## config.mk

```make
export PLATFORM = sky130hd
export DESIGN_NAME = donut_frame_sequencer
export DESIGN_NICKNAME = d
export VERILOG_FILES = /design/src/rtl/donut_frame_sequencer.sv
export SDC_FILE = /design/constraint.sdc
export NUM_CORES = 1
export LEC_CHECK = 0
export CAP_MARGIN = 0
export CORE_MARGIN = 4
export CORE_UTILIZATION = 57
export CTS_BUF_LIST = sky130_fd_sc_hd__clkbuf_8
export DETAILED_ROUTE_END_ITERATION = 6
export PLACE_DENSITY = 0.86
export SLEW_MARGIN = 0
export SYNTH_ARGS = -nofsm -noshare
export SYNTH_HDL_FRONTEND = slang
export SYNTH_SLANG_ARGS = --single-unit
```

## constraint.sdc

```tcl
create_clock -name clk_i -period 2.9 [get_ports clk_i]
set_input_delay 0.725 -clock clk_i [delete_from_list [all_inputs] [get_ports clk_i]]
set_output_delay 0.725 -clock clk_i [all_outputs]
set_load 0.005 [all_outputs]
```

## src/rtl/donut_frame_sequencer.sv

```systemverilog
// Purpose: playback controller for the donut animation ROM (address/enable generation, frame pacing, pixel return).
// Latency: pix_valid_o/pix_o one cycle after each pix_req_i (ROM read latency is one cycle).
// Backpressure: none; one request per cycle accepted at full rate, requests on a vsync edge are dropped.
module donut_frame_sequencer #(
    parameter int FRAME_W    = 320,
    parameter int FRAME_H    = 220,
    parameter int NUM_FRAMES = 30,
    parameter int FRAME_DIV  = 2,
    parameter int ADDR_W     = 32,
    parameter int PIX_W      = 4
) (
    input  logic                          clk_i,
    input  logic                          rst_ni,
    input  logic                          en_i,
    input  logic                          mode_i,
    input  logic                          vsync_i,
    input  logic                          pix_req_i,
    output logic                          rom_cen_o,
    output logic [ADDR_W-1:0]             rom_addr_o,
    input  logic [PIX_W-1:0]              rom_data_i,
    output logic [PIX_W-1:0]              pix_o,
    output logic                          pix_valid_o,
    output logic [$clog2(NUM_FRAMES)-1:0] frame_idx_o,
    output logic                          ovf_o,
    output logic                          err_o
);
    localparam int FRAME_SIZE = FRAME_W * FRAME_H;
    localparam int IDX_W      = $clog2(NUM_FRAMES);
    localparam int CNT_W      = $clog2(FRAME_SIZE + 1);
    localparam int PACE_W     = (FRAME_DIV > 1) ? $clog2(FRAME_DIV) : 1;

    localparam logic [ADDR_W-1:0] FS_A      = ADDR_W'(FRAME_SIZE);
    localparam logic [CNT_W-1:0]  FS_C      = CNT_W'(FRAME_SIZE);
    localparam logic [IDX_W-1:0]  LAST      = IDX_W'(NUM_FRAMES - 1);
    localparam logic [PACE_W-1:0] PACE_LAST = PACE_W'(FRAME_DIV - 1);

    typedef enum logic {FWD = 1'b0, REV = 1'b1} dir_t;

    dir_t              dir_q, dir_d;
    logic [IDX_W-1:0]  idx_q, idx_d;
    logic [ADDR_W-1:0] base_q, base_d;
    logic [ADDR_W-1:0] addr_q;
    logic [CNT_W-1:0]  cnt_q;
    logic [PACE_W-1:0] pace_q;
    logic              vsync_q;
    logic              valid_q, hit_q, ovf_q, err_q;

    logic vs_rise, pace_wrap, step, in_range, accept, overflow;

    assign vs_rise   = vsync_i & ~vsync_q;
    assign pace_wrap = (pace_q == PACE_LAST);
    assign step      = vs_rise & en_i & pace_wrap;
    assign in_range  = (cnt_q < FS_C);
    assign accept    = pix_req_i & ~vs_rise & in_range;
    assign overflow  = pix_req_i & ~vs_rise & ~in_range;

    assign rom_cen_o   = accept;
    assign rom_addr_o  = addr_q;
    assign pix_valid_o = valid_q;
    assign pix_o       = hit_q ? rom_data_i : '0;
    assign frame_idx_o = idx_q;
    assign ovf_o       = ovf_q;
    assign err_o       = err_q;

    // Direction state register; only moves when the frame actually steps.
    always_ff @(posedge clk_i) begin
        if (!rst_ni) dir_q <= FWD;
        else if (step) dir_q <= dir_d;
    end

    // Next direction, frame index and incrementally tracked frame base for one step.
    always_comb begin
        dir_d  = dir_q;
        idx_d  = idx_q;
        base_d = base_q;
        if (!mode_i || dir_q == FWD) begin
            // Loop mode always runs forward, even if ping-pong left us in REV.
            dir_d = FWD;
            if (idx_q == LAST) begin
                if (mode_i) begin
                    dir_d  = REV;
                    idx_d  = idx_q - IDX_W'(1);
                    base_d = base_q - FS_A;
                end else begin
                    idx_d  = '0;
                    base_d = '0;
                end
            end else begin
                idx_d  = idx_q + IDX_W'(1);
                base_d = base_q + FS_A;
            end
        end else begin
            if (idx_q == '0) begin
                dir_d  = FWD;
                idx_d  = idx_q + IDX_W'(1);
                base_d = base_q + FS_A;
            end else begin
                idx_d  = idx_q - IDX_W'(1);
                base_d = base_q - FS_A;
            end
        end
    end

    // Vsync edge history, pace divider and current frame index/base.
    always_ff @(posedge clk_i) begin
        if (!rst_ni) begin
            vsync_q <= 1'b0;
            pace_q  <= '0;
            idx_q   <= '0;
            base_q  <= '0;
        end else begin
            vsync_q <= vsync_i;
            if (vs_rise && en_i) pace_q <= pace_wrap ? '0 : pace_q + PACE_W'(1);
            if (step) begin
                idx_q  <= idx_d;
                base_q <= base_d;
            end
        end
    end

    // ROM address and pixel count: rewind to the (new) frame base on vsync, advance per accepted read.
    always_ff @(posedge clk_i) begin
        if (!rst_ni) begin
            addr_q <= '0;
            cnt_q  <= '0;
        end else if (vs_rise) begin
            addr_q <= step ? base_d : base_q;
            cnt_q  <= '0;
        end else if (accept) begin
            addr_q <= addr_q + ADDR_W'(1);
            cnt_q  <= cnt_q + CNT_W'(1);
        end
    end

    // Response strobe aligned with ROM data, plus sticky overflow/error flags.
    always_ff @(posedge clk_i) begin
        if (!rst_ni) begin
            valid_q <= 1'b0;
            hit_q   <= 1'b0;
            ovf_q   <= 1'b0;
            err_q   <= 1'b0;
        end else begin
            valid_q <= accept | overflow;
            hit_q   <= accept;
            if (overflow) ovf_q <= 1'b1;
            if (pix_req_i && vs_rise) err_q <= 1'b1;
        end
    end
endmodule

```

# After elaboration in Yosys (flattened, before gate mapping)
# Cells that the tools add are included.
dict set report totals {
  register_bits 93
  input_bits 10
  out_inout_bits 45
  elab_cells 58
}
dict set report op_classes {
  add_sub_neg 7
  magnitude_cmp 1
  eq_ne 1
  mux 17
  bitwise 12
  reduce_logical 9
}
# cell n
set op_table {}
lappend op_table {{$mux W32} 7}
lappend op_table {{$add A32 B1 Y32 const B} 1}
lappend op_table {{$add A32 B17 Y32 const B} 1}
lappend op_table {{$sub A32 B17 Y32 const B} 1}
lappend op_table {{$mux W5} 4}
lappend op_table {{$add A17 B1 Y17 const B} 1}
lappend op_table {{$lt A17 B17 Y1 const B} 1}
lappend op_table {{$and A1 B1 Y1} 6}
lappend op_table {{$add A5 B1 Y5 const B} 1}
lappend op_table {{$eq A5 B5 Y1 const B} 1}
lappend op_table {{$logic_not A5 Y1} 1}
lappend op_table {{$mux W1} 5}
lappend op_table {{$not A1 Y1} 5}
lappend op_table {{$sub A5 B1 Y5 const B} 1}
lappend op_table {{$mux W4} 1}
lappend op_table {{$reduce_bool A2 Y1} 2}
lappend op_table {{$logic_and A1 B1 Y1} 2}
lappend op_table {{$reduce_and A2 Y1} 1}
lappend op_table {{$reduce_or A2 Y1} 1}
lappend op_table {{$add A1 B1 Y1 const B} 1}
lappend op_table {{$logic_not A1 Y1} 1}
lappend op_table {{$logic_or A1 B1 Y1} 1}
lappend op_table {{$or A1 B1 Y1} 1}

# Longest topological paths before layout
dict set report logic_depth {
  depth_word 7
  depth_mapped 10
  depth_no_buf 8
}

# Worst setup path after synthesis
# No wires, ideal clock.
dict set report synth_timing {
  path_type {register -> register}
  startpoint {register base_q[8]}
  endpoint {register addr_q[26], in the netlist rom_addr_o[26]}
  setup_time_ns 0.116
  arrival_ns 2.283
  t_required_ns 2.784
  path_slack_ns 0.500
  path_stages_with_launch 8
  path_buffers 0
  period_less_slack_ns 2.400
  path_cell_list {dfxtp_1 -> ha_1 -> o311a_1 -> or3_1 -> or3_1 -> a221oi_1 -> a21oi_1 -> o211a_1}
}
dict set report synth_between {
  elab_chain_len 6
  elab_cells_between_ends 8
  cone_classes {add/sub: 2; mux: 6}
}
# item line_no
set synth_lines {}
lappend synth_lines {{from (decl)} 41} ;# logic [ADDR_W-1:0] base_q, base_d;
lappend synth_lines {{from (signal assigned)} 116} ;# base_q <= base_d;
lappend synth_lines {{$sub A32 B17 Y32} {83, 99}}
lappend synth_lines {{$mux W32} 80} ;# if (mode_i) begin
lappend synth_lines {{$mux W32} 79} ;# if (idx_q == LAST) begin
lappend synth_lines {{$mux W32 (*)} 76} ;# if (!mode_i || dir_q == FWD) begin
lappend synth_lines {{$mux W32 (*)} n/a}
lappend synth_lines {{$mux W32 (*)} 126} ;# end else if (vs_rise) begin
lappend synth_lines {{to (signal assigned)} 127} ;# addr_q <= step ? base_d : base_q;
lappend synth_lines {{to (signal assigned)} 130} ;# addr_q <= addr_q + ADDR_W'(1);
lappend synth_lines {{to (decl)} 42} ;# logic [ADDR_W-1:0] addr_q;
# Mark *: on every way between the ends. The rest lies on a longest branch, timed or not.
# A chain may end at the register's enable or synchronous reset.

# Worst setup path in the final report
dict set report layout_timing {
  startpoint {input port pix_req_i}
  endpoint {output port rom_cen_o}
}
dict set report layout_between {
  elab_chain_len 2
}
# item line_no
set layout_lines {}
lappend layout_lines {{from (decl)} 17} ;# input logic pix_req_i,
lappend layout_lines {{$and A1 B1 Y1 (2 in series)} 54} ;# assign accept = pix_req_i & ~vs_rise & in_range;
lappend layout_lines {{to (decl)} 18} ;# output logic rom_cen_o,
# Every way passes these cells.

==> qor.txt <==
WP buf/inv - 3
commonest non-fill, non-tap cell in the layout - dfxtp_1
global-route wire length before repair - 26.7 mm
initial DRC count - 390
largest family of logic cells by synthesized area - simple AND/OR/NAND/NOR gates
Critical Path, Cell by Cell - clkdlybuf4s50_1 -> o2111ai_2 -> clkinv_1 -> clkdlybuf4s50_1
Worst setup EP type - primary output
clock root cell - clkbuf_8
die span in y - 104 µm
Critical Path Most Common Cell - clkdlybuf4s50_1
Die ar. - 10,900 µm²
Leakage - 2.37 nW
site row count - 34
number of synthesized flops with an enable pin - 0
Filler Cells Inserted - 643
Max VDD drop - 365 µV
Post-Synthesis Net Count - 675
slew at the pin closest to its max-slew limit - 0.594 ns
Antenna Cells - 0
XOR/XNOR Fraction of Synth Area - 6.44%
Max-Cap Viols - 0
vias in the first global route - 5,358
clk_lat worst skew - 0.37 ns
Routed Antenna Nets - 0
sequential fraction of the synthesis area - 35.1%
routed wire length - 16.1 mm
TritonRoute pass-1 iters - 5
GRT Util Overall - 29.7%
chip width - 104 µm
Netlist cell types - 70
setup TNS - 0 ns
CP max stage delay - 0.57 ns
cell at the slowest stage of the critical path - clkdlybuf4s50_1
antenna violations before repair - 0
Synth warnings - 0
Max Clk Rate - 349 MHz
hold_buf cts - 0
Final setup viols - 0
Post-synth ARST share - 0%
layout cells sized above 1 - 9.99%
pin count of the biggest net entering global routing - 38
Vias/cell - 6.67
grt total ovfl - 0
detailed-route via count - 5,599
CTS tree - done
area grow syn2layout - 20.9%
Starting Density - 59.6%
Arr. time, crit path - 2.14 ns
Clock Sinks - 93
relative slew slack - 60.0%
IO buf count - 54
Tcrit/Tclk final - 98.8%
nets@finish - 743
# IOs - 55
Mapped Area - 5300 µm²
Final min period - 2.87 ns
CP Max Fanout - 4
syn avg cell area - 8.06 µm²
Compound-Gate Fraction of Synth Area - 23.9%
adder-cell share of the synthesized area - 1.65%
Top Family by Delay on Critical Path - buffers and inverters
CP Class - input port to primary output
Final Core Density - 72.1%
most frequent cells in the layout - 93 x dfxtp_1, 65 x nor2_1, 53 x clkdlybuf4s50_1
gpl congestion - 0.959
Placed Area - 6110 µm²
crit path launch type - input port
Slew Limit Fails - 0
Main synth FF type - dfxtp_1
pwr dens - 408 nW/µm²
CTS Buf Count - 9
Worst-path clk slew - 0.11 ns
synthesized netlist cell count - 658
Worst Skew - 0.0110 ns
Design Area, Final - 6410 µm²
HPWL after detailed placement - 11.5 mm
post-synthesis simple-gate area fraction - 27.3%
buffer levels on the longest clock path - 2
RSZ-0062 raised after global routing - no
worst endpoint required time - 2.17 ns
Synth Register Bits - 93
Hold Path Class - flop to flop
H-Tree Depth - 3
mux share of post-synthesis cell area - 1.42%
Core Box Area - 8890 µm²
status - finished clean
Remaining DRCs - 0
Wirelength per Cell - 19.2 µm
final hold violation count - 0
## synthesized netlist by cell type, drive strengths merged, types with 7 or more instances
library cell	instances	area (µm²)
dfxtp	93	1860
nor3	24	125
and4	10	87.6
o211ai	7	52.6
o21ai	27	135
clkbuf	33	124
ha	7	87.6
nor4	7	43.8
o22ai	13	81.3
or3	15	98.8
a31oi	10	62.6
and2	18	113
inv	14	52.6
a21oi	38	190
nor2	65	244
xor2	22	193
and3	22	138
nand2	38	143
xnor2	17	149
a211oi	18	135
buf	8	40.0
nand3	29	145
nand4	21	131
o31ai	7	52.6
## metrics by stage
stage / setup slack, ns / power [mW] / instances / hold WS, ns
after global routing: 0.0195 / 2.70 / 839 / 0.513
after global placement: 0.0151 / 1.58 / 817 / 0.458
after floorplan: 0.500 / 1.47 / 658 / 0.435
after CTS: 0.0369 / 2.61 / 838 / 0.485
final: 0.0349 / 2.61 / 839 / 0.491
after detailed placement: 0.0182 / 1.58 / 817 / 0.467
## where the power goes
group	internal (mW)	switching (mW)
registers	1.30	0.0327
logic	0.113	0.122
clock network	0.507	0.536
## worst reg2reg max path: cells and delay by family (launching register included)
kind / cells / cell delay, ns
buffers and inverters: 2 / 0.31
DFF: 1 / 0.37
AOI/OAI and AO/OA: 3 / 0.72
and+or+nand+nor: 2 / 0.92
adders and majority gates: 1 / 0.23
## kinds of logic (layout without fill, tap and decap cells)
kind of cell    Yosys count  count (layout)
simple gates            272             272
compound gates          183             183
flops                    93              93
buf+inv                  57             130
xor+xnor                 39              39
fa+ha+maj                 7               7
mux                       7               7
## metal layers
layer / vias to the layer above / share of wire [%] / wire length (µm) / global-route usage, %
li1: 2614 / - / - / -
met1: 2654 / 41 / 6680 / 38.8
met2: 283 / 48 / 7770 / 48.5
met3: 48 / 7.5 / 1210 / 5.09
met4: 0 / 2.9 / 474 / 12.5
met5: - / 0 / 0 / 0
## worst paths after layout
kind	slack, ns	endpoint	start	depth (start not counted)
hold reg to reg	0.49	base_q[4]	base_q[4]	1
setup reg to reg	0.24	rom_addr_o[10]	frame_idx_o[0]	8
setup / recovery	0.03	rom_cen_o	pix_req_i	4
hold / removal	0.49	base_q[4]	base_q[4]	1
## area by class of cell
| cell class | count | area [µm²] | area share (%) |
|---|---|---|---|
| Multi-Input combinational cell | 508 | 3230 | 50.4 |
| Sequential cell | 93 | 1860 | 29.1 |
| Timing Repair Buffer | 98 | 886 | 13.8 |
| Tap cell | 108 | 135 | 2.11 |
| Clock buffer | 9 | 124 | 1.93 |
| Clock inverter | 7 | 114 | 1.78 |
| Inverter | 16 | 60.1 | 0.937 |
## registers in the layout, summed over array words and instances (netlist names)
signal and flops:
base_q 32, rom_addr_o 32, cnt_q 17, frame_idx_o 5
dir_q 1, err_o 1, hit_q 1, ovf_o 1
pace_q 1, pix_valid_o 1, vsync_q 1
## what timing repair did
action | 4_1_cts | 5_1_grt
endpoints found under the setup margin | 1 | 8
buffers inserted | 5 | 1
resized for setup | 1 | 2
pin swaps | 0 | 1
Power figures use the tool's default switching activity.
